==> config.mk <==
export PLATFORM = sky130hd
export DESIGN_NAME = id_queue
export DESIGN_NICKNAME = d
export VERILOG_FILES = /design/src/rtl/id_queue.sv
export SDC_FILE = /design/constraint.sdc
export NUM_CORES = 1
export LEC_CHECK = 0
export ABC_AREA = 0
export ABC_CLOCK_PERIOD_IN_PS = 12400
export CAP_MARGIN = 20
export CORE_ASPECT_RATIO = 2
export CORE_MARGIN = 1
export CORE_UTILIZATION = 30
export DETAILED_ROUTE_END_ITERATION = 6
export SLEW_MARGIN = 20
export SYNTH_ARGS = -nofsm -noshare
export SYNTH_HDL_FRONTEND = slang
export SYNTH_SLANG_ARGS = --single-unit
==> constraint.sdc <==
create_clock -name clk -period 12.4 [get_ports clk]
set_input_delay 3.1 -clock clk [delete_from_list [all_inputs] [get_ports clk]]
set_output_delay 3.1 -clock clk [all_outputs]
set_load 0.005 [all_outputs]
==> src/rtl/id_queue.sv <==
// RV32I + Zicsr decode stage: decodes the fetched word combinationally and buffers
// the decoded bundle in a DEPTH-entry FIFO drained by executrol; a flush empties it in one cycle.
module id_queue #(
    parameter int DEPTH  = 2,
    parameter int ADDR_W = 32
) (
    input  logic              clk,
    input  logic              rst,
    input  logic              in_valid,
    output logic              in_ready,
    input  logic [31:0]       inst,
    input  logic [ADDR_W-1:0] inst_addr,
    input  logic              flush,
    output logic              out_valid,
    input  logic              out_ready,
    output logic [31:0]       inst_o,
    output logic [ADDR_W-1:0] inst_addr_o,
    output logic [4:0]        rs1_raddr_o,
    output logic [4:0]        rs2_raddr_o,
    output logic [4:0]        rd_waddr_o,
    output logic              rd_we_o,
    output logic [11:0]       csr_addr_o,
    output logic [31:0]       imm_o,
    output logic [3:0]        alu_sel_o,
    output logic [1:0]        op1_sel_o,
    output logic [1:0]        op2_sel_o,
    output logic [1:0]        mem_rw_o,
    output logic [3:0]        br_sel_o,
    output logic [2:0]        wb_sel_o,
    output logic [2:0]        byte_sel_o,
    output logic              illegal_o,
    output logic [$clog2(DEPTH):0] level_o
);
    localparam int PTR_W = (DEPTH > 1) ? $clog2(DEPTH) : 1;
    localparam int LVL_W = $clog2(DEPTH) + 1;

    localparam logic [4:0] ZERO_REG = 5'd0;
    localparam logic [3:0] ALU_ADD = 4'd0, ALU_SUB = 4'd1, ALU_SLL = 4'd2, ALU_SLT = 4'd3,
                           ALU_SLTU = 4'd4, ALU_XOR = 4'd5, ALU_SRL = 4'd6, ALU_SRA = 4'd7,
                           ALU_OR = 4'd8, ALU_AND = 4'd9;
    localparam logic [1:0] OP1_RS1 = 2'd0, OP1_PC = 2'd1, OP1_ZERO = 2'd2;
    localparam logic [1:0] OP2_RS2 = 2'd0, OP2_IMM = 2'd1, OP2_FOUR = 2'd2;
    localparam logic [1:0] MEM_DISABLE = 2'd0, MEM_READ = 2'd1, MEM_WRITE = 2'd2;
    localparam logic [3:0] BR_DISABLE = 4'd0, BR_BEQ = 4'd1, BR_BNE = 4'd2, BR_BLT = 4'd3,
                           BR_BGE = 4'd4, BR_BLTU = 4'd5, BR_BGEU = 4'd6, BR_JAL = 4'd7,
                           BR_JALR = 4'd8;
    localparam logic [2:0] WB_NONE = 3'd0, WB_ALU = 3'd1, WB_MEM = 3'd2, WB_PC4 = 3'd3,
                           WB_CSR = 3'd4;

    localparam logic [6:0] OPC_LUI = 7'b0110111, OPC_AUIPC = 7'b0010111, OPC_JAL = 7'b1101111,
                           OPC_JALR = 7'b1100111, OPC_BRANCH = 7'b1100011, OPC_LOAD = 7'b0000011,
                           OPC_STORE = 7'b0100011, OPC_OPIMM = 7'b0010011, OPC_OP = 7'b0110011,
                           OPC_FENCE = 7'b0001111, OPC_SYSTEM = 7'b1110011;

    typedef struct packed {
        logic [31:0]       inst;
        logic [ADDR_W-1:0] addr;
        logic [4:0]        rs1;
        logic [4:0]        rs2;
        logic [4:0]        rd;
        logic              rd_we;
        logic [11:0]       csr;
        logic [31:0]       imm;
        logic [3:0]        alu;
        logic [1:0]        op1;
        logic [1:0]        op2;
        logic [1:0]        mem;
        logic [3:0]        br;
        logic [2:0]        wb;
        logic [2:0]        bsel;
        logic              illegal;
    } entry_t;

    function automatic logic [3:0] alu_of(input logic [2:0] f3, input logic alt, input logic is_op);
        case (f3)
            3'b000:  alu_of = (alt && is_op) ? ALU_SUB : ALU_ADD;
            3'b001:  alu_of = ALU_SLL;
            3'b010:  alu_of = ALU_SLT;
            3'b011:  alu_of = ALU_SLTU;
            3'b100:  alu_of = ALU_XOR;
            3'b101:  alu_of = alt ? ALU_SRA : ALU_SRL;
            3'b110:  alu_of = ALU_OR;
            default: alu_of = ALU_AND;
        endcase
    endfunction

    function automatic logic [PTR_W-1:0] ptr_inc(input logic [PTR_W-1:0] p);
        ptr_inc = (p == PTR_W'(DEPTH - 1)) ? '0 : p + 1'b1;
    endfunction

    logic [6:0]  opcode;
    logic [2:0]  funct3;
    logic [6:0]  funct7;
    logic [31:0] imm_i, imm_s, imm_b, imm_u, imm_j;
    logic        use_rs1, use_rs2, ill;
    entry_t      dec;

    assign opcode = inst[6:0];
    assign funct3 = inst[14:12];
    assign funct7 = inst[31:25];
    assign imm_i  = {{20{inst[31]}}, inst[31:20]};
    assign imm_s  = {{20{inst[31]}}, inst[31:25], inst[11:7]};
    assign imm_b  = {{19{inst[31]}}, inst[31], inst[7], inst[30:25], inst[11:8], 1'b0};
    assign imm_u  = {inst[31:12], 12'h000};
    assign imm_j  = {{11{inst[31]}}, inst[31], inst[19:12], inst[20], inst[30:21], 1'b0};

    always_comb begin
        dec      = '0;
        dec.inst = inst;
        dec.addr = inst_addr;
        use_rs1  = 1'b0;
        use_rs2  = 1'b0;
        ill      = 1'b0;
        case (opcode)
            OPC_LUI: begin
                dec.rd_we = 1'b1; dec.imm = imm_u; dec.op1 = OP1_ZERO; dec.op2 = OP2_IMM;
                dec.wb = WB_ALU;
            end
            OPC_AUIPC: begin
                dec.rd_we = 1'b1; dec.imm = imm_u; dec.op1 = OP1_PC; dec.op2 = OP2_IMM;
                dec.wb = WB_ALU;
            end
            OPC_JAL: begin
                dec.rd_we = 1'b1; dec.imm = imm_j; dec.op1 = OP1_PC; dec.op2 = OP2_FOUR;
                dec.br = BR_JAL; dec.wb = WB_PC4;
            end
            OPC_JALR: begin
                use_rs1 = 1'b1; dec.rd_we = 1'b1; dec.imm = imm_i; dec.op2 = OP2_IMM;
                dec.br = BR_JALR; dec.wb = WB_PC4;
            end
            OPC_BRANCH: begin
                use_rs1 = 1'b1; use_rs2 = 1'b1; dec.imm = imm_b; dec.alu = ALU_SUB;
                dec.op1 = OP1_RS1; dec.op2 = OP2_RS2;
                case (funct3)
                    3'b000:  dec.br = BR_BEQ;
                    3'b001:  dec.br = BR_BNE;
                    3'b100:  dec.br = BR_BLT;
                    3'b101:  dec.br = BR_BGE;
                    3'b110:  dec.br = BR_BLTU;
                    3'b111:  dec.br = BR_BGEU;
                    default: ill = 1'b1;
                endcase
            end
            OPC_LOAD: begin
                use_rs1 = 1'b1; dec.rd_we = 1'b1; dec.imm = imm_i; dec.op2 = OP2_IMM;
                dec.mem = MEM_READ; dec.wb = WB_MEM; dec.bsel = funct3;
                if (funct3 == 3'b011 || funct3[2:1] == 2'b11) ill = 1'b1;
            end
            OPC_STORE: begin
                use_rs1 = 1'b1; use_rs2 = 1'b1; dec.imm = imm_s; dec.op2 = OP2_IMM;
                dec.mem = MEM_WRITE; dec.bsel = funct3;
                if (funct3 > 3'b010) ill = 1'b1;
            end
            OPC_OPIMM: begin
                use_rs1 = 1'b1; dec.rd_we = 1'b1; dec.imm = imm_i; dec.op2 = OP2_IMM;
                dec.wb = WB_ALU; dec.alu = alu_of(funct3, funct7[5], 1'b0);
                if (funct3 == 3'b001 && funct7 != 7'b0000000) ill = 1'b1;
                if (funct3 == 3'b101 && funct7 != 7'b0000000 && funct7 != 7'b0100000) ill = 1'b1;
            end
            OPC_OP: begin
                use_rs1 = 1'b1; use_rs2 = 1'b1; dec.rd_we = 1'b1; dec.op2 = OP2_RS2;
                dec.wb = WB_ALU; dec.alu = alu_of(funct3, funct7[5], 1'b1);
                if (funct7 != 7'b0000000 && funct7 != 7'b0100000) ill = 1'b1;
                if (funct7 == 7'b0100000 && funct3 != 3'b000 && funct3 != 3'b101) ill = 1'b1;
            end
            OPC_FENCE: ;
            OPC_SYSTEM: begin
                case (funct3)
                    3'b000:  if (inst != 32'h0000_0073 && inst != 32'h0010_0073) ill = 1'b1;
                    3'b100:  ill = 1'b1;
                    default: begin
                        // csrrw/csrrs/csrrc read rs1; the immediate forms carry zimm there instead
                        use_rs1 = ~funct3[2]; dec.rd_we = 1'b1; dec.wb = WB_CSR;
                        dec.csr = inst[31:20];
                    end
                endcase
            end
            default: ill = 1'b1;
        endcase
        if (inst[1:0] != 2'b11)
            ill = 1'b1;
        dec.rs1 = use_rs1 ? inst[19:15] : ZERO_REG;
        dec.rs2 = use_rs2 ? inst[24:20] : ZERO_REG;
        if (ill) begin
            dec.rd_we = 1'b0;
            dec.mem   = MEM_DISABLE;
            dec.br    = BR_DISABLE;
            dec.wb    = WB_NONE;
        end
        dec.rd      = dec.rd_we ? inst[11:7] : ZERO_REG;
        dec.illegal = ill;
    end

    logic [PTR_W-1:0] wptr_reg, rptr_reg;
    logic [LVL_W-1:0] count_reg;
    logic             push, pop;
    entry_t           store [DEPTH];
    entry_t           head;

    assign in_ready  = (count_reg < LVL_W'(DEPTH));
    assign out_valid = (count_reg != '0);
    assign push      = in_valid & in_ready & ~flush;
    assign pop       = out_valid & out_ready & ~flush;

    genvar gi;
    generate
        for (gi = 0; gi < DEPTH; gi++) begin : g_entry
            entry_t entry_reg;
            always_ff @(posedge clk or posedge rst) begin
                if (rst)
                    entry_reg <= '0;
                else if (push && wptr_reg == PTR_W'(gi))
                    entry_reg <= dec;
            end
            assign store[gi] = entry_reg;
        end
    endgenerate

    always_ff @(posedge clk or posedge rst) begin
        if (rst) begin
            count_reg <= '0;
            wptr_reg  <= '0;
            rptr_reg  <= '0;
        end else if (flush) begin
            count_reg <= '0;
            wptr_reg  <= '0;
            rptr_reg  <= '0;
        end else begin
            if (push) wptr_reg <= ptr_inc(wptr_reg);
            if (pop)  rptr_reg <= ptr_inc(rptr_reg);
            if (push && !pop)
                count_reg <= count_reg + 1'b1;
            else if (pop && !push)
                count_reg <= count_reg - 1'b1;
        end
    end

    assign head        = store[rptr_reg];
    assign inst_o      = head.inst;
    assign inst_addr_o = head.addr;
    assign rs1_raddr_o = head.rs1;
    assign rs2_raddr_o = head.rs2;
    assign rd_waddr_o  = head.rd;
    assign rd_we_o     = head.rd_we;
    assign csr_addr_o  = head.csr;
    assign imm_o       = head.imm;
    assign alu_sel_o   = head.alu;
    assign op1_sel_o   = head.op1;
    assign op2_sel_o   = head.op2;
    assign mem_rw_o    = head.mem;
    assign br_sel_o    = head.br;
    assign wb_sel_o    = head.wb;
    assign byte_sel_o  = head.bsel;
    assign illegal_o   = head.illegal;
    assign level_o     = count_reg;
endmodule

==> impl_metrics.yaml <==
critical_path:
  endpoint_kind: "output port"
  cp.depth: 4
  crit_end: "inst_o[4]"
  slowest_delay_ns: 0.81
  cp.arrival_ns: 3.83
  cpLargestDelayFamily: "buffers and inverters"
  crit_path_start_kind: "register"
  path_cells: "buf_4 > buf_4 > mux2_2 > clkdlybuf4s50_1"
  crit_path_start: "rptr_reg"
  reg2reg_depth: 5
  r2r_slack_ns: 9.03
  critPathBufInv: 3
  required_ns: 9.30
  timing.critical_path.mode_cell: "buf_4"
  worstReg2RegStart: "level_o[1]"
  rr_endpoint: "g_entry[0].entry_reg[39]"
  worstPathMaxFanout: 55
  slowest_stage: "dfrtp_4"
  setup.worst_path.class: "reg -> out"
yosys:
  synth_edf_count: 0
  syn_area_mm2: 0.01356
  yosysSeqAreaShare_pct: 54.27
  avgSynthCellArea_um2: 9.433
  synthDistinctLibCells: 57
  ys.flop_type: "dfrtp_1"
  ys.warnings.count: 0
  netlist.area_leader.share_pct: 54.27
  ys_seq_elements: 294
  synth-async-reset-ratio_pct: 100.0
  synth_area_leader_cell: "dfrtp_1"
  synth_nets: 1506
  synthCells: 1437
  synth_area_leaders: "dfrtp_1 (54%), nand2_1 (16%), mux2_2 (12%), o21ai_0 (5.5%), clkbuf_1 (1.6%)"
clock_network:
  cts_sinks: 294
  h-tree-depth: 1
  clk-insertion-delay-late_ns: 0.56
  clk_pin_slew_ns: 0.06
  cts_root_buffer: "clkbuf_16"
  post_cts_buffers: 0
  cts_resized: 0
  cts_hold_buf: 0
  cts_tree: "done"
  cts_made_buffers: 29
  clockBufferDepth: 3
global_route:
  busiest_layer: "met2"
  antenna_found_initial: 0
  gr-usage-met1_pct: 21.46
  grt_pass1_wl_um: 65970
  grt_pass1_vias: 10900
  groute.usage.overall_pct: 18.77
  overflow: 0
  grt_use_met3_pct: 1.914
  grt_start_max_net_pins: 178
  grt.met2_usage_pct: 35.10
detailed_routing:
  first_iter_violations: 765
  vias: 10720
  avgViaCountPerCell: 4.943
  wl_um: 43210
  post_drt_wl_per_cell_um: 19.92
  final_antenna_net_count: 0
  firstDrtPassIters: 7
  drc: 17
timing:
  setup_violations: 0
  period_minus_slack_ns: 6.929
  finalHoldViolCount: 0
  tightest_slew_ns: 1.033
  maxClockFrequency_mhz: 144.3
  post-route-period-util_pct: 55.88
  worst_slack_ns: 5.471
  slew_headroom_pct: 31.16
  clock_skew_ns: 0.01555
  slew_violations: 0
  setup_tns_ns: 0
  rsz0062_at_grt: "no"
layout:
  nets: 1665
  fill_cells: 4369
  largest_reg_flops: 290
  diodes: 0
  drive_above_1_share_pct: 14.25
  syn2layout_area_growth_pct: 25.78
floorplan:
  fp.dieH_um: 302.6
  ios: 218
  dieWidth_um: 152.3
  initial_core_util_pct: 30.58
  core_area_mm2: 0.04432
  design.die.area_mm2: 0.04609
  core.rowCount: 109
power:
  p_leak_nw: 7.674
  peakVddDrop_mv: 0.06663
  power.density_mw_per_mm2: 146.9
status:
  status: "finished with violations"
  violations: "design-rule violations"
hold_path:
  min_path_type: "reg -> reg"
run:
  drv_cap: 0
placed_design:
  place_ws_ns: 5.855
  place_congestion: 0.8169
  hpwl_um: 29700
  port_buffers: 217
==> stage by stage <==
| stage | power [mW] | utilization (%) | area, um2 | std cells | hold slack [ns] |
|---|---|---|---|---|---|
| after floorplan | 1.393 | - | 13560 | 1437 | 0.4376 |
| after global placement | 1.626 | 36.27 | 16080 | 2119 | 0.4519 |
| after detailed placement | 1.641 | 36.27 | 16080 | 2119 | 0.4567 |
| after CTS | 2.538 | 38.41 | 17020 | 2168 | 0.4725 |
| after global routing | 2.628 | 38.47 | 17050 | 2169 | 0.4875 |
| final | 2.504 | 38.47 | 17050 | 2169 | 0.4675 |
==> logic make-up (layout without fill, tap and decap cells) <==
family	count (synthesis)	count (layout)	share of synthesized area, %
and+or+nand+nor	653	653	19.73
DFF	294	294	54.27
AOI/OAI and AO/OA	230	230	9.784
muxes	147	147	12.19
buffers and inverters	110	287	3.830
xor gates and xnor gates	3	3	0.1939
==> worst register-to-register path, stage by stage, from the launching register on <==
cell and delay [ns]:
dfrtp_1 0.43, nor2b_1 0.16, or3b_4 0.57, buf_4 0.80, buf_4 0.97, o21ai_0 0.28
==> cells in the mapped netlist, drive strengths merged, types with 5 or more instances <==
| cell type | n |
|---|---|
| a21oi | 31 |
| a22oi | 5 |
| buf | 48 |
| clkbuf | 57 |
| dfrtp | 294 |
| inv | 5 |
| mux2 | 145 |
| nand2 | 572 |
| nand2b | 13 |
| nand3 | 15 |
| nor2 | 11 |
| nor2b | 6 |
| nor3 | 6 |
| nor3b | 5 |
| nor4 | 6 |
| o21ai | 155 |
| o31ai | 19 |
==> area by class of cell <==
class	instances	area (um2)	share of cell area, %
clock inverters	11	136.4	0.7999
repair buffers	233	2325	13.63
flip-flops and latches	294	7361	43.17
inverters	5	26.28	0.1541
well taps	555	694.4	4.073
multi-input cells	1033	5698	33.42
clock buffers	38	809.5	4.748
==> how the worst min path moves through the flow <==
stage / startpoint / endpoint / slack [ns] / depth (start not counted)
2_1_floorplan: g_entry[1].entry_reg[12] / g_entry[1].entry_reg[12] / 0.44 / 2
3_3_place_gp: g_entry[1].entry_reg[137] / g_entry[1].entry_reg[137] / 0.45 / 2
3_5_place_dp: g_entry[1].entry_reg[82] / g_entry[1].entry_reg[82] / 0.46 / 2
4_1_cts: g_entry[1].entry_reg[82] / g_entry[1].entry_reg[82] / 0.47 / 2
5_1_grt: g_entry[1].entry_reg[122] / g_entry[1].entry_reg[122] / 0.49 / 2
6_report: g_entry[1].entry_reg[111] / g_entry[1].entry_reg[111] / 0.47 / 2
==> routing by layer <==
metal | wire length (um) | vias to the layer above
met3 | 1874 | 87
met2 | 22930 | 352
li1 | - | 5069
met5 | 0 | -
met1 | 16640 | 5213
met4 | 1773 | 0
==> power breakdown <==
group          internal [mW]  switching [mW]
clock network          0.518           0.371
registers               1.08          0.0760
logic                  0.233           0.225
total                   1.83           0.671
==> cell usage in the layout (no fill, tap or decap), types with 3 or more instances in the layout <==
cell type / n
nand2_1: 572
dfrtp_1: 293
clkdlybuf4s50_1: 217
o21ai_0: 150
mux2_2: 145
clkbuf_16: 29
a21oi_1: 26
o31ai_1: 18
nand3_1: 14
buf_4: 14
nand2b_1: 13
nor2_1: 11
nor2b_1: 6
clkinv_2: 6
o21ai_1: 5
nor4_1: 5
nor3_1: 5
a22oi_1: 5
a21oi_2: 5
clkbuf_8: 5
inv_1: 4
and3_1: 4
clkbuf_1: 4
nor3b_2: 3
a211oi_1: 3
bufinv_16: 3
Power figures use the tool's default switching activity.
